<file path="src/rtl/usart_tx_frame.sv">
// -----------------------------------------------------------------------------
// usart_tx_frame
//
// UART transmitter, LSB first. Serialises one byte per accepted request as
// start bit, 8 data bits, [parity bit], stop bit. The bit time is selected at
// run time from a 5-entry baud table and is latched together with the byte
// when the request is accepted, so later changes to Baud_set / Data cannot
// disturb a frame in flight.
//
// Build option:
//   USART_TX_PARITY_EN  when defined, a parity bit (even, or odd when
//                       PARITY_ODD=1) is sent between the data bits and the
//                       stop bit (8E1/8O1). When undefined the frame is 8N1.
//
// Parameters:
//   CLK_FREQ_HZ  system clock frequency; divisor = CLK_FREQ_HZ / baud
//   PARITY_ODD   0 = even parity, 1 = odd parity (parity builds only)
//
// Ports:
//   Clk       in   system clock, rising edge
//   Reset_n   in   synchronous active-low reset
//   Baud_set  in   0=9600 1=19200 2=38400 3=57600 4=115200 5..7=9600
//   Data      in   byte to send, sampled on request acceptance
//   Send_en   in   transmit request (pulse or level)
//   usart_tx  out  serial line, idle high, registered
//   Tx_busy   out  high while a frame is in progress
//   Tx_Done   out  one-cycle pulse after the stop bit completes
// -----------------------------------------------------------------------------
module usart_tx_frame #(
    parameter int CLK_FREQ_HZ = 50_000_000,
    parameter int PARITY_ODD  = 0
) (
    input  logic       Clk,
    input  logic       Reset_n,
    input  logic [2:0] Baud_set,
    input  logic [7:0] Data,
    input  logic       Send_en,
    output logic       usart_tx,
    output logic       Tx_busy,
    output logic       Tx_Done
);

    // The baud counter is 13 bits wide, so the slowest divisor must fit.
    if ((CLK_FREQ_HZ / 9600) > 8191 || (CLK_FREQ_HZ / 115200) < 1 ||
        PARITY_ODD < 0 || PARITY_ODD > 1) begin : g_bad_cfg
        $error("usart_tx_frame: unsupported CLK_FREQ_HZ or PARITY_ODD");
    end

    typedef enum logic [2:0] {
        S_IDLE,
        S_START,
        S_DATA,
`ifdef USART_TX_PARITY_EN
        S_PARITY,
`endif
        S_STOP
    } state_t;

    function automatic logic [12:0] baud_div(input logic [2:0] sel);
        case (sel)
            3'd1:    return 13'(CLK_FREQ_HZ / 19200);
            3'd2:    return 13'(CLK_FREQ_HZ / 38400);
            3'd3:    return 13'(CLK_FREQ_HZ / 57600);
            3'd4:    return 13'(CLK_FREQ_HZ / 115200);
            default: return 13'(CLK_FREQ_HZ / 9600);
        endcase
    endfunction

    state_t      state_q, state_d;
    logic [12:0] cnt_q, cnt_d;
    logic [12:0] div_q, div_d;
    logic [2:0]  idx_q, idx_d;
    logic [7:0]  shift_q, shift_d;
    logic        tx_q, tx_d;
    logic        busy_q, busy_d;
    logic        done_q, done_d;
`ifdef USART_TX_PARITY_EN
    logic        par_q, par_d;
`endif

    logic        bit_end;
    logic        accept;

    always_comb begin
        state_d = state_q;
        cnt_d   = cnt_q;
        div_d   = div_q;
        idx_d   = idx_q;
        shift_d = shift_q;
        tx_d    = tx_q;
        busy_d  = busy_q;
        done_d  = 1'b0;
`ifdef USART_TX_PARITY_EN
        par_d   = par_q;
`endif
        accept  = 1'b0;
        // Last cycle of the current bit: every bit is exactly div_q cycles,
        // the counter restarts at each boundary so there is no drift.
        bit_end = (cnt_q == div_q - 13'd1);

        case (state_q)
            S_IDLE: begin
                tx_d   = 1'b1;
                busy_d = 1'b0;
                cnt_d  = '0;
                accept = Send_en;
            end

            S_START: begin
                if (bit_end) begin
                    cnt_d   = '0;
                    idx_d   = '0;
                    tx_d    = shift_q[0];
                    state_d = S_DATA;
                end else begin
                    cnt_d = cnt_q + 13'd1;
                end
            end

            S_DATA: begin
                if (bit_end) begin
                    cnt_d   = '0;
                    shift_d = {1'b0, shift_q[7:1]};
                    if (idx_q == 3'd7) begin
`ifdef USART_TX_PARITY_EN
                        tx_d    = par_q;
                        state_d = S_PARITY;
`else
                        tx_d    = 1'b1;
                        state_d = S_STOP;
`endif
                    end else begin
                        idx_d = idx_q + 3'd1;
                        // shift_q[1] is the bit that lands in shift[0] now
                        tx_d  = shift_q[1];
                    end
                end else begin
                    cnt_d = cnt_q + 13'd1;
                end
            end

`ifdef USART_TX_PARITY_EN
            S_PARITY: begin
                if (bit_end) begin
                    cnt_d   = '0;
                    tx_d    = 1'b1;
                    state_d = S_STOP;
                end else begin
                    cnt_d = cnt_q + 13'd1;
                end
            end
`endif

            S_STOP: begin
                if (bit_end) begin
                    done_d  = 1'b1;
                    cnt_d   = '0;
                    tx_d    = 1'b1;
                    busy_d  = 1'b0;
                    state_d = S_IDLE;
                    // A request on the final stop cycle chains the next
                    // start bit directly behind this stop bit.
                    accept  = Send_en;
                end else begin
                    cnt_d = cnt_q + 13'd1;
                end
            end

            default: begin
                state_d = S_IDLE;
                tx_d    = 1'b1;
                busy_d  = 1'b0;
                cnt_d   = '0;
            end
        endcase

        if (accept) begin
            state_d = S_START;
            cnt_d   = '0;
            idx_d   = '0;
            shift_d = Data;
            div_d   = baud_div(Baud_set);
            tx_d    = 1'b0;
            busy_d  = 1'b1;
`ifdef USART_TX_PARITY_EN
            par_d   = (^Data) ^ (PARITY_ODD != 0);
`endif
        end
    end

    always_ff @(posedge Clk) begin
        if (!Reset_n) begin
            state_q <= S_IDLE;
            cnt_q   <= '0;
            div_q   <= '0;
            idx_q   <= '0;
            shift_q <= '0;
            tx_q    <= 1'b1;
            busy_q  <= 1'b0;
            done_q  <= 1'b0;
`ifdef USART_TX_PARITY_EN
            par_q   <= 1'b0;
`endif
        end else begin
            state_q <= state_d;
            cnt_q   <= cnt_d;
            div_q   <= div_d;
            idx_q   <= idx_d;
            shift_q <= shift_d;
            tx_q    <= tx_d;
            busy_q  <= busy_d;
            done_q  <= done_d;
`ifdef USART_TX_PARITY_EN
            par_q   <= par_d;
`endif
        end
    end

    assign usart_tx = tx_q;
    assign Tx_busy  = busy_q;
    assign Tx_Done  = done_q;

endmodule

</file>
<file path="config.mk">
export PLATFORM = sky130hd
export DESIGN_NAME = usart_tx_frame
export DESIGN_NICKNAME = d
export VERILOG_FILES = /design/src/rtl/usart_tx_frame.sv
export SDC_FILE = /design/constraint.sdc
export NUM_CORES = 1
export LEC_CHECK = 0
export CAP_MARGIN = 10
export CORE_UTILIZATION = 34
export CTS_BUF_LIST = sky130_fd_sc_hd__clkbuf_4
export DETAILED_ROUTE_END_ITERATION = 6
export PLACE_DENSITY = 0.64
export REMOVE_ABC_BUFFERS = 1
export SYNTH_ARGS = -nofsm -noshare
export SYNTH_HDL_FRONTEND = slang
export SYNTH_SLANG_ARGS = --single-unit
</file>
<file path="constraint.sdc">
create_clock -name Clk -period 2.8 [get_ports Clk]
set_clock_uncertainty 0.2 [all_clocks]
set_input_delay 0.28 -clock Clk [delete_from_list [all_inputs] [get_ports Clk]]
set_output_delay 0.28 -clock Clk [all_outputs]
set_load 0.01 [all_outputs]
</file>
==> metrics.md <==
| Metric | Value |
|---|---|
| PwrDens | slightly above 600 nW/um2 |
| Worst hold path endpoint | shift_q[7]$_SDFFE_PN0P_ |
| # DRC | 0 |
| Area delta synth->final | 28.8% |
| Nets | 344 |
| Maximum root-to-sink buffer count | 2 |
| Hold Path Stages | 3 |
| Global Route Usage Sum | approximately 16% |
| RSZ-0062 raised after global routing | true |
| Synth Cell Area | between 2000 and 2500 um2 |
| FF+latch count, synth | 41 |
| Primary FF master, synth | dfxtp_1 |
| Clock root cell | clkbuf_4 |
| Met3 wire len | between 150 and 200 um |
| R2R depth | 10 |
| Ant diodes | 0 |
| Setup violators final | 39 |
| Number of global-route vias before repair | between 2000 and 2500 |
| Clk pwr share | between 10% and 20% |
| GPL Wtd Cong | approximately 0.85 |
| Ratio of cells with drive above 1 in the final layout | a little under a quarter |
| DRT iter0 DRCs | between 90 and 100 |
| Max FO, Critical Path | 4 |
| Hold Startpoint | Data[7] |
| YS warnings | 0 |
| Mean Syn Cell Area | around 8.5 um2 |
| Slew Viols, Final | 0 |
| Status | finished with violations |
| Area of the core | around 6500 um2 |
| Post-synth cell types | just over 50 |
| Commonest cells after routing, fill and taps aside | dfxtp_1 (39), buf_4 (27), nand2_1 (24) |
| Actual slew at the worst max-slew pin | between 400 and 500 ps |
| DIE HEIGHT | roughly 85 um |
| Fin Hold WS | about 260 ps |
| VDD IR max | around 290 uV |
| Cells after Synth | between 200 and 300 |
| Final WS setup | -138 ps |
| Placed cell areas | between 2000 and 3000 um2 |
| Htree depth | 2 |
| Clk sink count | between 40 and 50 |
| Relative max-transition margin | between 60% and 70% |
| Routed vias/inst | about 5.3 |
| TritonCTS Buffers | 5 |
| GRT overflow | 0 |
| Worst Path Required | slightly below 3000 ps |
| Critical path launch point type | register |
| # rows | 29 |
| Total routed wirelength | between 5000 and 6000 um |
| Leak | roughly 1.2 nW |
| Commonest non-fill, non-tap cell in the layout | dfxtp_1 |
| Critical Path AT | just over 3000 ps |
| Fmax | ~340 MHz |
| Core Util, Final | between 40% and 50% |
| Max Cap Viol | 0 |
| Final hold vios | 0 |
| IO buf count | 16 |
| Wire per inst | between 10 and 15 um |
| Die width | between 80 and 90 um |
| Die footprint | 7160 um2 |
| Tot Pwr | between 1.5 and 2 mW |
| First-pass GRT wire length | 9490 um |
| Critical R2R Launch | div_q[1]$_SDFFE_PN0P_ |
| Dpl hpwl | around 4000 um |
| TritonRoute pass-1 iters | 6 |
| Clock Latency Late Sink | 360 ps |
| Register area share after synthesis | 35.3% |
| Routed wl met2 | roughly 2600 um |
| Net Switching | 674 uW |
| Initial antenna violation count | 0 |
| Starting Density | 36.0% |
| Reg power frac | approximately two fifths |
| Worst-path clk slew | around 140 ps |
| Hold Path Class | primary input to register |
| Critical path class | register to register |
| DRT met1 WL | 2610 um |
| Internal | 1.15 mW |
| Internal reg-to-reg setup slack | -140 ps |
| Post-synth EDFFs | 0 |
| CTS tree | done |
| Largest net degree at the start of global routing | 25 |
| Min cycle time layout | a little under 3000 ps |
| Element type at the critical path end | register |
| Max layer used | met4 |
| Switching share of power | a little under two fifths |
| Failing checks | setup timing |
| I/O pin cnt | 17 |
| Ys async rst share | 0% |
| Routed Antenna Nets | 0 |
| Worst r2r dst | div_q[2]$_SDFFE_PN0P_ |
| # hold bufs at CTS | 0 |
| Comb power frac | ~45% |
| Fin area | 2990 um2 |
| DR vias | between 2000 and 2500 |
| Crit share post-route | 105% |
-- registers in the layout, indices dropped and copies added, names as in the netlist --
signal / count
div_q: 12
Tx_Done: 1
idx_q: 3
usart_tx: 1
state_q: 2
shift_q: 8
cnt_q: 13
Tx_busy: 1
-- through the flow --
step | TNS, ps | worst slack, ps | cells
2_1_floorplan | -9410 | -382 | 263
3_3_place_gp | -2300 | -117 | 390
6_report | -2890 | -138 | 399
5_1_grt | -7510 | -244 | 399
3_5_place_dp | -3610 | -148 | 390
4_1_cts | -1600 | -90.7 | 398
-- timing repair --
action,CTS,global route
endpoints found under the setup margin,40,40
gates cloned,0,1
gates resized for setup,21,17
setup buffers,1,0
pin swaps,19,6
-- routing by layer --
layer,vias to the layer above,global-route usage (%)
li1,1073,-
met1,994,21.3
met2,43,27.4
met3,15,2.56
met4,0,6.93
met5,-,0
-- cell usage after synthesis (all sizes together), types with 5 or more instances --
master   n  area (um2)
dfxtp   41         821
nand2   26        97.6
nor2    22        82.6
a21oi   21         105
o21ai   20         100
xnor2   16         140
xor2    14         123
nand3   12        60.1
inv     10        37.5
ha       9         113
clkbuf   8        30.0
mux2i    8        80.1
and3     6        37.5
nand4    5        31.3
or4      5        45.0
-- power by group through the flow --
| stage | logic [mW] | registers, mW | clock network, mW |
|---|---|---|---|
| finish | 0.814 | 0.701 | 0.308 |
| global placement | 0.707 | 0.705 | 0 |
| global route | 0.891 | 0.708 | 0.343 |
| detailed placement | 0.718 | 0.707 | 0 |
| floorplan | 0.414 | 0.708 | 0 |
| CTS | 0.768 | 0.697 | 0.317 |
-- layout make-up --
class                           instances  area [um2]
Multi-Input combinational cell        212        1530
Tap cell                               77        96.3
Sequential cell                        41         823
Clock buffer                            5        37.5
Clock inverter                          3        17.5
Fill cell                             652        3470
Inverter                               10        37.5
Timing Repair Buffer                   51         450
-- logic make-up (layout without fill, tap and decap cells) --
kind of cell               Yosys count  after routing  synth area share (%)
muxes                                9              9                  3.93
AOI/OAI and AO/OA                   61             61                  17.7
DFF                                 41             41                  35.3
buffers and inverters               20             69                  3.45
and+or+nand+nor                    103            103                  23.4
adders and majority gates            9              9                  4.85
xor gates and xnor gates            30             30                  11.3
-- critical path, cell delays in order, from the launching register on --
cell and delay, ps:
dfxtp_1 350, inv_1 50, ha_1 200, buf_4 130
xor2_1 150, xnor2_1 140, nand4_1 230, a2111o_1 570
o31a_1 380, or3_4 350, a21oi_2 130
-- how the worst max path moves through the flow --
stage | from | end | slack [ps] | depth (start not counted)
global placement | div_q[5]$_SDFFE_PN0P_ | div_q[2]$_SDFFE_PN0P_ | -120 | 7
floorplan | div_q[5]$_SDFFE_PN0P_ | div_q[2]$_SDFFE_PN0P_ | -380 | 7
global route | div_q[8]$_SDFFE_PN0P_ | div_q[11]$_SDFFE_PN0P_ | -240 | 8
detailed placement | div_q[5]$_SDFFE_PN0P_ | shift_q[0]$_SDFFE_PN0P_ | -150 | 8
finish | div_q[1]$_SDFFE_PN0P_ | div_q[2]$_SDFFE_PN0P_ | -140 | 10
CTS | div_q[8]$_SDFFE_PN0P_ | state_q[0]$_SDFFE_PN0P_ | -90 | 9
Note: power is estimated with default switching activity, not from simulation.
